$ cat src/rtl/bus_demux.sv
// Registered 1:2 bus demultiplexer: one input stream is steered by in_sel into one of
// two single-entry output channels, each with valid/ready handshake and a delivered-word counter.
module bus_demux #(
  parameter int WIDTH = 4,
  parameter int CNT_W = 8
) (
  input  logic             clk,
  input  logic             rst,
  input  logic [WIDTH-1:0] in_data,
  input  logic             in_sel,
  input  logic             in_valid,
  output logic             in_ready,
  output logic [WIDTH-1:0] out_1,
  output logic             out_1_valid,
  input  logic             out_1_ready,
  output logic [WIDTH-1:0] out_2,
  output logic             out_2_valid,
  input  logic             out_2_ready,
  output logic [CNT_W-1:0] cnt_1,
  output logic [CNT_W-1:0] cnt_2
);

  typedef enum logic {EMPTY = 1'b0, FULL = 1'b1} state_t;

  state_t           st_1, st_2;
  logic [WIDTH-1:0] data_1, data_2;
  logic [CNT_W-1:0] count_1, count_2;
  logic             sel_ready;
  logic             load_1, load_2;
  logic             drain_1, drain_2;

  // Only the addressed channel gates acceptance; the other channel never stalls the input.
  assign sel_ready = in_sel ? ((st_2 == EMPTY) || out_2_ready)
                            : ((st_1 == EMPTY) || out_1_ready);
  assign in_ready  = ~rst & sel_ready;

  assign load_1  = in_valid & in_ready & ~in_sel;
  assign load_2  = in_valid & in_ready &  in_sel;
  assign drain_1 = (st_1 == FULL) & out_1_ready;
  assign drain_2 = (st_2 == FULL) & out_2_ready;

  always_ff @(posedge clk or posedge rst) begin
    if (rst) begin
      st_1    <= EMPTY;
      st_2    <= EMPTY;
      data_1  <= '0;
      data_2  <= '0;
      count_1 <= '0;
      count_2 <= '0;
    end else begin
      // A load wins over a drain, so a same-cycle drain+load keeps the channel FULL.
      if (load_1) begin
        data_1 <= in_data;
        st_1   <= FULL;
      end else if (drain_1) begin
        st_1   <= EMPTY;
      end
      if (load_2) begin
        data_2 <= in_data;
        st_2   <= FULL;
      end else if (drain_2) begin
        st_2   <= EMPTY;
      end
      if (drain_1) count_1 <= count_1 + CNT_W'(1);
      if (drain_2) count_2 <= count_2 + CNT_W'(1);
    end
  end

  assign out_1       = data_1;
  assign out_2       = data_2;
  assign out_1_valid = (st_1 == FULL);
  assign out_2_valid = (st_2 == FULL);
  assign cnt_1       = count_1;
  assign cnt_2       = count_2;

endmodule

$ cat config.mk
export PLATFORM = sky130hd
export DESIGN_NAME = bus_demux
export DESIGN_NICKNAME = d
export VERILOG_FILES = /design/src/rtl/bus_demux.sv
export SDC_FILE = /design/constraint.sdc
export NUM_CORES = 1
export LEC_CHECK = 0
export ABC_AREA = 1
export CAP_MARGIN = 25
export CORE_ASPECT_RATIO = 0.9
export CORE_MARGIN = 3
export CORE_UTILIZATION = 49
export DETAILED_ROUTE_END_ITERATION = 8
export GPL_TIMING_DRIVEN = 0
export HOLD_SLACK_MARGIN = 0.1
export PLACE_DENSITY = 0.83
export SYNTH_ARGS = -nofsm -noshare
export SYNTH_HDL_FRONTEND = slang
export SYNTH_SLANG_ARGS = --single-unit
$ cat constraint.sdc
create_clock -name clk -period 1.9 [get_ports clk]
set_input_delay 0.38 -clock clk [delete_from_list [all_inputs] [get_ports clk]]
set_output_delay 0.38 -clock clk [all_outputs]
set_load 0.01 [all_outputs]
# Word level (Yosys, flattened, before mapping)
# Index checks and enable logic that the tools add are counted.
[classes]
add_sub_neg = 2
muxes = 5
bitwise = 10
n_reduce_logical = 4
[op_table]
columns = ["operator", "n"]
rows = [
  ["adder 8 x 1 -> 8 bit (second input constant)", 2],
  ["bitwise AND 1 bit", 6],
  ["2-to-1 mux 1 bit", 5],
  ["inverter 1 bit", 4],
  ["nonzero test 2 bit", 2],
  ["logical OR 1 bit", 2],
]
[totals]
register_bits = 26
in_bits = 10
out_inout_bits = 27

# Depth between registers and ports, before layout
[logic_depth]
ltp_word = 7
mapped_depth = 7

# Least setup slack after synthesis
# No wires, ideal clock.
[synth_timing]
path_type = "input -> output"
startpoint = "input port rst"
endpoint = "output port in_ready"
t_arrival_ns = 1.039
slack_ns = 0.481
path_stages = 3
path_buffers = 0
cell_sequence = "inv_2 -> nand2_2 -> nor2_4"
[synth_via]
elab_chain_cells = 2
[synth_rtl]
columns = ["item", "line", "text"]
rows = [
  ["start, declared", "8", "input logic rst,"],
  ["inverter 1 bit", "35", "assign in_ready = ~rst & sel_ready;"],
  ["bitwise AND 1 bit", "35", ""],
  ["end, declared", "12", "output logic in_ready,"],
]
# No other way between the ends.

# Final worst setup path
[layout_timing]
startpoint = "input port out_1_ready"
endpoint = "output port in_ready"
[layout_via]
elab_chain_cells = 3
[layout_rtl]
columns = ["item", "line", "text"]
rows = [
  ["start, declared", "15", "input logic out_1_ready,"],
  ["logical OR 1 bit", "34", ": ((st_1 == EMPTY) || out_1_ready);"],
  ["2-to-1 mux 1 bit", "33", "assign sel_ready = in_sel ? ((st_2 == EMPTY) || out_2_ready)"],
  ["bitwise AND 1 bit", "35", ""],
]
# No other way between the ends.

==> flow_summary.toml <==
[synth]
avgSynthCellArea_um2 = 9.75
synth.distinct_cells = 18
yosys-top-cells-area = "dfrtp_1 54%, nand2_1 9.0%, inv_1 4.7%"
syn_area_um2 = 1210
synth-seq-area-share = 0.538
synth-seq-cells = 26
syn-num-nets = 136
netlist_instances = 124
yosys_warnings = 0
synth_top_area_cell = "dfrtp_1"
synth_top_area_frac = 0.538

[timing]
setup-tns-final_ns = 0
fin_crit_ns = 1.81
skew_ns = 0.00281
worst_pin_slew_ns = 0.325
max_freq_mhz = 553
fin_crit_sh = 0.952
slew_headroom = 0.783
setup_violations = 0
rsz0062_at_grt = "no"
finalMaxSlewViolations = 0
hold_viol = 0

[routing]
routed_wl_mm = 2.47
drt_iter0_markers = 54
drtAntennaViolNets = 0
vias = 971
drc_errors = 0
avgViaCountPerCell = 5.06
drtPass1Iterations = 4
routedWlPerCell_um = 12.9

[place]
portBuffers = 36
hpwl_mm = 1.91
gp_congestion = 0.766

[worst_setup_path]
path_class = "primary input to output port"
path_max_fanout = 3
slowest_stage = "clkdlybuf4s50_1"
crit_buf_inv = 3
end_kind = "output port"
cp_top_family = "buffers and inverters"
crit_required_ns = 1.52
crit_path_start_kind = "primary input"
r2r_cells = 7
cp_cell_sequence = "clkdlybuf4s50_1, inv_2, nand2_2, nor2_2, nor2_4, clkdlybuf4s15_2"
crit_arrival_ns = 1.43
cp.depth = 6
max_stage_delay_ns = 0.54

[clock_network]
clockRootBuffer = "clkbuf_4"
clock_path_buffers = 2
clock-sinks = 26
clk-insertion-delay-late_ns = 0.32
cts_tree = "yes"
cts_max_level = 1
cts-buffers-inserted = 3
clk_pin_slew_ns = 0.13

[power]
power_density_nw_per_um2 = 966
internal_power_mw = 1.08
p_leak_nw = 0.787
power.switching_uw = 533
irDropWorstVdd_uv = 869
pwr-share-clk = 0.142
power.total_mw = 1.62
pwr-share-seq = 0.509
p_comb_frac = 0.349
switching_share = 0.330

[floorplanning]
die-area_um2 = 3100
io_pins = 37
row_count = 16
die_w_um = 58.4
die_h_um = 53.1
core_area_um2 = 2260
start_util = 0.534

[global_route]
grt_antenna_before_repair = 0
grt-ovfl-total = 0
grt_pass1_wl_mm = 4.20
grt_use_total = 0.182
grt_pass1_vias = 942
grt_max_degree = 15

[outcome]
outcome = "finished clean"

[min_path]
hold_path_class = "primary input to async pin"

[flow_run]
max_cap_violations = 0

[final_layout]
area_delta_synth_final_pct = 38.4
mostFrequentLayoutCells = "32 x clkdlybuf4s50_1, 29 x nand2_1, 26 x dfrtp_1"
drive_gt1_frac = 0.152
antennaDiodeCount = 0
nFillCells = 170
nets = 179
mostFrequentLayoutCell = "clkdlybuf4s50_1"
cells by family after synthesis:
group	after synthesis	share of synthesized area
and+or+nand+nor	61	0.276
DFF	26	0.538
buffers and inverters	18	0.0559
xor gates and xnor gates	9	0.0652
AOI/OAI and AO/OA	6	0.0248
muxes	2	0.0186
adders and majority gates	2	0.0207
registers in the layout, summed over array words and instances (netlist names):
register,count
cnt_1,8
cnt_2,8
out_1,4
out_1_valid,1
out_2,4
out_2_valid,1
timing repair:
item / CTS / global route
hold buffers: 0 / 0
gates resized for setup: 8 / 2
buffers inserted: 1 / 0
endpoints found under the hold margin: 0 / 0
gates cloned: 1 / 0
endpoints found under the setup margin: 1 / 1
pin swaps: 1 / 0
synthesized netlist by cell type:
master	n
xnor2_1	5
inv_2	3
nand3_4	1
nand2_1	29
nand3_1	7
nand2_2	4
nor2_4	2
o21ai_1	6
nor2_2	4
nor2_1	4
xor2_1	4
nand4_4	1
dfrtp_1	26
nand3_2	2
nand4_1	7
inv_1	15
mux2_2	2
ha_1	2
stage by stage:
step / area (um^2) / worst slack, ns / cells / utilization / hold slack, ns
global route: 1670 / 0.0417 / 192 / 0.739 / 0.142
global placement: 1600 / -0.641 / 187 / 0.709 / 0.458
CTS: 1670 / 0.0279 / 192 / 0.737 / 0.151
detailed placement: 1600 / -0.712 / 187 / 0.709 / 0.466
floorplan: 1210 / 0.481 / 124 / - / 0.296
finish: 1670 / 0.0915 / 192 / 0.739 / 0.162
path summary, 6_finish.rpt:
path / startpoint / to / slack (ns)
setup reg to reg: out_2_valid / out_1[1] / 0.68
min in group clk: out_2_ready / cnt_2[0] / 0.45
hold / removal: rst / cnt_2[0] / 0.16
setup / recovery: out_1_ready / in_ready / 0.09
max in group asynchronous: rst / out_1[0] / 1.51
hold reg to reg: out_1[2] / out_1[2] / 0.49
power groups by stage:
stage                     combinational (mW)  sequential [mW]  clock (mW)
after CTS                              0.577            0.824       0.239
after global routing                   0.617            0.849       0.261
final                                  0.565            0.823       0.229
after global placement                 0.541            0.824           0
after detailed placement               0.564            0.835           0
after floorplan                        0.184            0.873           0
metal layers:
layer | vias up | routed length (um) | track usage | part of all wire
li1 | 477 | - | - | -
met1 | 465 | 1020 | 0.209 | 0.41
met2 | 27 | 1270 | 0.322 | 0.51
met3 | 2 | 176 | 0.0732 | 0.071
met4 | 0 | 8 | 0.0309 | 0.0032
met5 | - | 0 | 0 | 0
layout make-up:
type	instances	area, um^2	share of cell area
sequential	26	651	0.389
multi-input combinational	80	490	0.293
timing repair buffer	37	373	0.223
inverter	18	93.8	0.0561
tap	27	33.8	0.0202
clock buffer	3	22.5	0.0135
timing repair inverter	1	8.76	0.00524
Power figures use the tool's default switching activity.
